<file path="config.mk">
export PLATFORM = sky130hd
export DESIGN_NAME = sysid_rom_arbiter
export DESIGN_NICKNAME = d
export VERILOG_FILES = /design/src/rtl/sysid_rom_arbiter.sv
export SDC_FILE = /design/constraint.sdc
export NUM_CORES = 1
export LEC_CHECK = 0
export ABC_AREA = 0
export BUFFER_PORTS_ARGS = -buffer_cell sky130_fd_sc_hd__buf_2
export CAP_MARGIN = 20
export CORE_MARGIN = 8
export CORE_UTILIZATION = 44
export CTS_CLUSTER_SIZE = 14
export DETAILED_ROUTE_END_ITERATION = 10
export HOLD_SLACK_MARGIN = 0.15
export PLACE_DENSITY = 0.83
export REMOVE_ABC_BUFFERS = 1
export SLEW_MARGIN = 20
export SYNTH_ARGS = -nofsm -noshare
export SYNTH_HDL_FRONTEND = slang
export SYNTH_SLANG_ARGS = --single-unit
</file>
<file path="constraint.sdc">
create_clock -name up_clk -period 2 [get_ports up_clk]
set_input_delay 0.1 -clock up_clk [delete_from_list [all_inputs] [get_ports up_clk]]
set_output_delay 0.1 -clock up_clk [all_outputs]
set_load 0.02 [all_outputs]
</file>
<file path="src/rtl/sysid_rom_arbiter.sv">
// Two-requester arbiter for a shared synchronous system-ID ROM. One access is in flight at a time.
// Define SYSID_ARB_RR_EN to break ties round-robin; otherwise requester 0 has fixed priority.
module sysid_rom_arbiter #(
  parameter int ROM_WIDTH     = 32,
  parameter int ROM_ADDR_BITS = 6,
  parameter int ROM_DEPTH     = 64,
  parameter int ROM_LATENCY   = 1
) (
  input  logic                     up_clk,
  input  logic                     up_rst,
  input  logic                     req0_valid,
  input  logic [ROM_ADDR_BITS-1:0] req0_addr,
  output logic                     req0_ack,
  output logic [ROM_WIDTH-1:0]     req0_data,
  input  logic                     req1_valid,
  input  logic [ROM_ADDR_BITS-1:0] req1_addr,
  output logic                     req1_ack,
  output logic [ROM_WIDTH-1:0]     req1_data,
  output logic                     rom_en,
  output logic [ROM_ADDR_BITS-1:0] rom_addr,
  input  logic [ROM_WIDTH-1:0]     rom_data,
  output logic                     busy,
  output logic                     grant
);

  typedef enum logic [1:0] {S_IDLE, S_ISSUE, S_WAIT, S_ACK} state_e;

  state_e                   state_q;
  logic [1:0]               lat_cnt_q;
  logic                     oor_q;
  logic                     grant_q;
  logic                     busy_q;
  logic                     rom_en_q;
  logic                     ack0_q;
  logic                     ack1_q;
  logic [ROM_ADDR_BITS-1:0] rom_addr_q;
  logic [ROM_WIDTH-1:0]     data0_q;
  logic [ROM_WIDTH-1:0]     data1_q;

  logic                     win_d;
  logic [ROM_ADDR_BITS-1:0] sel_addr_d;
  logic                     oor_d;

`ifdef SYSID_ARB_RR_EN
  logic last_grant_q;
  // On a tie the requester that did not win last time goes next.
  assign win_d = (req0_valid && req1_valid) ? ~last_grant_q : ~req0_valid;
`else
  assign win_d = ~req0_valid;
`endif

  assign sel_addr_d = win_d ? req1_addr : req0_addr;
  assign oor_d      = {{(32-ROM_ADDR_BITS){1'b0}}, sel_addr_d} >= 32'(ROM_DEPTH);

  always_ff @(posedge up_clk or posedge up_rst) begin
    if (up_rst) begin
      state_q    <= S_IDLE;
      lat_cnt_q  <= '0;
      oor_q      <= 1'b0;
      grant_q    <= 1'b0;
      busy_q     <= 1'b0;
      rom_en_q   <= 1'b0;
      ack0_q     <= 1'b0;
      ack1_q     <= 1'b0;
      rom_addr_q <= '0;
      data0_q    <= '0;
      data1_q    <= '0;
`ifdef SYSID_ARB_RR_EN
      last_grant_q <= 1'b1;
`endif
    end else begin
      case (state_q)
        S_IDLE: begin
          if (req0_valid || req1_valid) begin
            grant_q    <= win_d;
            rom_addr_q <= sel_addr_d;
            oor_q      <= oor_d;
            rom_en_q   <= ~oor_d;
            busy_q     <= 1'b1;
            state_q    <= S_ISSUE;
`ifdef SYSID_ARB_RR_EN
            last_grant_q <= win_d;
`endif
          end
        end
        S_ISSUE: begin
          rom_en_q  <= 1'b0;
          lat_cnt_q <= 2'(ROM_LATENCY - 1);
          state_q   <= S_WAIT;
        end
        S_WAIT: begin
          if (lat_cnt_q == 2'd0) begin
            // Out-of-range accesses never enabled the ROM, so return zero on the same schedule.
            if (grant_q) begin
              data1_q <= oor_q ? '0 : rom_data;
              ack1_q  <= 1'b1;
            end else begin
              data0_q <= oor_q ? '0 : rom_data;
              ack0_q  <= 1'b1;
            end
            state_q <= S_ACK;
          end else begin
            lat_cnt_q <= lat_cnt_q - 2'd1;
          end
        end
        S_ACK: begin
          ack0_q  <= 1'b0;
          ack1_q  <= 1'b0;
          busy_q  <= 1'b0;
          state_q <= S_IDLE;
        end
        default: state_q <= S_IDLE;
      endcase
    end
  end

  assign req0_ack  = ack0_q;
  assign req1_ack  = ack1_q;
  assign req0_data = data0_q;
  assign req1_data = data1_q;
  assign rom_en    = rom_en_q;
  assign rom_addr  = rom_addr_q;
  assign busy      = busy_q;
  assign grant     = grant_q;

endmodule

</file>
[Yosys cells after proc, flatten, opt, wreduce, memory -nomap -nowiden]
Index checks and enable logic that the tools add are counted.
Operators by class
  add/subtract/negate cells: 1
  equality and inequality tests: 8
  reductions and logical operators: 16
  bitwise gates (word level): 2
  multiplexer cells: 15
Operators with widths (count)
  AND reduction 3 bit: 4
  inequality test 2 bit, second input constant: 5
  AND reduction 2 bit: 5
  one-hot mux 1 bit (2 select lines): 4
  one-hot mux 2 bit (4 select lines): 1
  nonzero test 2 bit: 4
  2-to-1 mux 2 bit: 3
  2-to-1 mux 6 bit: 1
  2-to-1 mux 1 bit: 5
  equality test 2 bit, second input constant: 2
  logical NOT 2 bit: 2
  one-hot mux 2 bit (2 select lines): 1
  equality test 2 x 1 -> 1 bit, second input constant: 1
  NOT 1 bit: 2
  subtractor 2 x 1 -> 2 bit, second input constant: 1
  logical OR 1 bit: 1
Storage, ports and cells
  bits in registers: 79
  output and inout port bits: 75
  bits of input ports: 48

[Longest topological paths before layout]
  word-level depth: 3
  depth in mapped cells: 7
  mapped depth without buffers: 5

[Least setup slack after synthesis]
No wires, ideal clock.
  path kind: flip-flop to flip-flop
  start: register state_q[0]
  end: register data0_q[0] (netlist: req0_data[0])
  setup slack: 0.268 ns
  cell stages (with the launch flop): 8
  arrival: 1.607 ns
  path buffers: 2
  cell sequence: dfrtp_1 -> inv_1 -> ha_1 -> nand2_2 -> or2_1 -> buf_6 -> buf_12 -> mux2_4
Between the ends
  cells in the longest elaborated chain, start to end: 2
RTL lines
  start: declaration: RTL line 28  | state_e state_q;
  start signal: assignment: RTL line 57  | state_q <= S_IDLE;
  start signal: assignment: RTL line 80  | state_q <= S_ISSUE;
  start signal: assignment: RTL line 89  | state_q <= S_WAIT;
  equality test 2 bit: RTL line 72  | case (state_q)
  AND reduction 3 bit (no source line)
  end signal: assignment: RTL line 98  | data0_q <= oor_q ? '0 : rom_data;
  end: declaration: RTL line 37  | logic [ROM_WIDTH-1:0] data0_q;
No other way between the ends.
A chain may end at the register's enable or synchronous reset.

[Final worst setup path]
  start: register state_q[0]
  end: register data0_q[21] (netlist: req0_data[21])
The elaborated chain is that of the path after synthesis.

==> impl_metrics.tcl <==
set metrics [dict create \
    status "complete, no violations" \
    antenna_found_initial 0 \
    hold_class "in -> reg" \
    cp_data_required_time_ps 2210 \
    htreeDepth 3 \
    grt_pass1_vias 2794 \
    rsz0062_at_grt "no" \
    synth_top_area_cell "dfrtp_1" \
    power_density_nw_per_um2 1730 \
    drcViolationCount 0 \
    yosysSeqAreaShare 0.595 \
    first_pass_iters 4 \
    area_delta_synth_final_pct 44.8 \
    clkLatencyLatePin_ps 330 \
    total_power_mw 8.31 \
    cts_tree "yes" \
    drv_cap 0 \
    dr_total_vias 2496 \
    setup.worst_path.end_class "flop" \
    min_period_over_period 0.936 \
    die_h_um 103 \
    routed_wl_mm 9.24 \
    start_util 0.455 \
    yosysWarnings 0 \
    row_count 31 \
    portBuffers 122 \
    worstSetupPathType "reg -> reg" \
    post-route-util 0.659 \
    die-area_um2 10600 \
    grt_pass1_wl_mm 14.6 \
    yosys.area.top_type_share 0.595 \
    cts_sinks 79 \
    startpoint_type "flop" \
    worstMarginPinSlew_ps 566 \
    gp_routability_congestion 0.797 \
    dpl.hpwl_mm 6.04 \
    peakVddDrop_mv 0.546 \
    grtUsageTotal 0.178 \
    ant_nets 0 \
    cts_root_buf "clkbuf_8" \
    ys_types 29 \
    synth-seq-cells 79 \
    clkTransAtPathRegs_ps 80 \
    grt_max_degree 53 \
    slew_viol_final 0 \
    max-clock-path-buffers 2 \
    fillCellCount 525 \
    p_leak_nw 2.38 \
    cts_inserted_buffers 9 \
    max_slew_margin 0.620 \
    viasPerCell 4.91 \
    hold_viol_final 0 \
    cp.arrival_ps 2090 \
    syn_area_per_cell_um2 15.1 \
    synthTopCellsByArea "dfrtp_1 (60%), mux2_4 (14%), mux2_2 (12%), ha_1 (2.6%), nand3_1 (2.6%)" \
    ios 123 \
    diodes 0 \
    wire_per_inst_um 18.2 \
    finalClockSkew_ps 10.4 \
    final_nets 459 \
    core_um2 7290 \
    synth_area_um2 3320 \
    finalSetupViolCount 0 \
    fmax_mhz 534 \
    fin_crit_ps 1870 \
    crit_fanout 9 \
    grt_overflow_total 0 \
    drtIter0Drc 43 \
    synth_cells 220 \
    drive_above_1_share 0.513 \
    fp.dieW_um 103 \
]
==> layout make-up <==
cell class                      count  area, um^2  share of cell area
Clock inverter                      5        82.6              0.0172
Multi-Input combinational cell    124        1220               0.254
Tap cell                           99         124              0.0258
Sequential cell                    79        1980               0.411
Timing Repair Buffer              183        1240               0.259
Inverter                            7        27.5             0.00573
Clock buffer                       11         131              0.0273
==> worst max-delay path, cell delays in order, from the launching register on <==
cell     delay [ps]
dfrtp_1         440
inv_1           140
ha_2            250
nand2_2          90
or2_2           320
buf_4           200
mux2_4          310
==> state kept, by name, indices dropped and copies added, names as in the netlist <==
| signal | flops |
|---|---|
| req0_data | 32 |
| req1_data | 32 |
| rom_addr | 6 |
| lat_cnt_q | 2 |
| state_q | 2 |
| busy | 1 |
| grant | 1 |
| req0_ack | 1 |
| req1_ack | 1 |
| rom_en | 1 |
==> cell usage after synthesis (all sizes together) <==
cell     count
a21oi        3
a21o         1
o22ai        1
o31ai        2
buf          8
mux2        64
nor2         3
or2b         1
nand3       17
ha           7
nor3b        1
nand2        9
o32a         1
inv          7
clkbuf       2
nor2b        1
or2          1
o21ai        5
a32o         1
o211ai       1
o2bb2ai      1
dfrtp       79
nand4b       3
nand2b       1
==> final timing paths <==
kind	start	to	slack, ps	cells past startpoint
min in group asynchronous	up_rst	req1_data[2]$_DFFE_PP0P_	320	3
max	state_q[0]$_DFFE_PP0P_	req0_data[21]$_DFFE_PP0P_	130	6
max reg2reg	state_q[0]$_DFFE_PP0P_	req0_data[21]$_DFFE_PP0P_	130	6
min	req1_valid	rom_addr[1]$_DFFE_PP0P_	260	4
min reg2reg	lat_cnt_q[1]$_DFFE_PP0P_	lat_cnt_q[1]$_DFFE_PP0P_	500	1
max in group asynchronous	up_rst	req0_data[11]$_DFFE_PP0P_	1040	4
==> per-stage QoR <==
step           hold WS (ps)  std cells  instance area [um^2]  setup TNS [ps]  worst slack, ps
2_1_floorplan           186        210                  3220          -30040             -509
3_5_place_dp            150        437                  4040               0              117
5_1_grt                 285        508                  4810               0             1.12
4_1_cts                 253        508                  4800               0             91.3
6_report                262        508                  4810               0              128
3_3_place_gp            137        437                  4040               0              190
==> repair_timing <==
action	CTS	global route
gates resized for setup	0	1
hold buffers	55	0
setup buffers	0	0
setup endpoints to repair	0	30
hold endpoints to repair	98	0
==> cell usage in the layout, fill, tap and decap left out, types with 2 or more instances in the layout <==
cell           count
o31ai_1            2
nand3_1           17
a21oi_1            3
nand4b_1           3
bufinv_16          2
mux2_4            30
clkinvlp_4         3
buf_12             3
ha_1               6
nand2_1            8
buf_2            122
buf_4              3
dfrtp_1           79
clkbuf_8           9
inv_1              6
mux2_2            34
nor2_1             3
dlygate4sd3_1     55
clkbuf_1           2
o21ai_0            4
==> layer usage <==
metal | vias up | share of wire | global-route usage
met5 | - | 0 | 0
met4 | 0 | 0.011 | 0.0545
met3 | 10 | 0.075 | 0.0493
met2 | 91 | 0.53 | 0.328
met1 | 1258 | 0.39 | 0.194
li1 | 1137 | - | -
==> power by group <==
part | switching, mW | internal (mW)
clock | 0.564 | 0.704
combinational | 2.23 | 1.91
sequential | 0.500 | 2.41
total | 3.29 | 5.02
==> kinds of logic (layout without fill, tap and decap cells) <==
family | after synthesis | count (layout) | synth area share
compound gates | 16 | 16 | 0.0317
fa+ha+maj | 7 | 7 | 0.0264
buf+inv | 17 | 206 | 0.0377
flops | 79 | 79 | 0.595
mux | 64 | 64 | 0.251
simple gates | 37 | 37 | 0.0580
(Power assumes the default switching activity.)
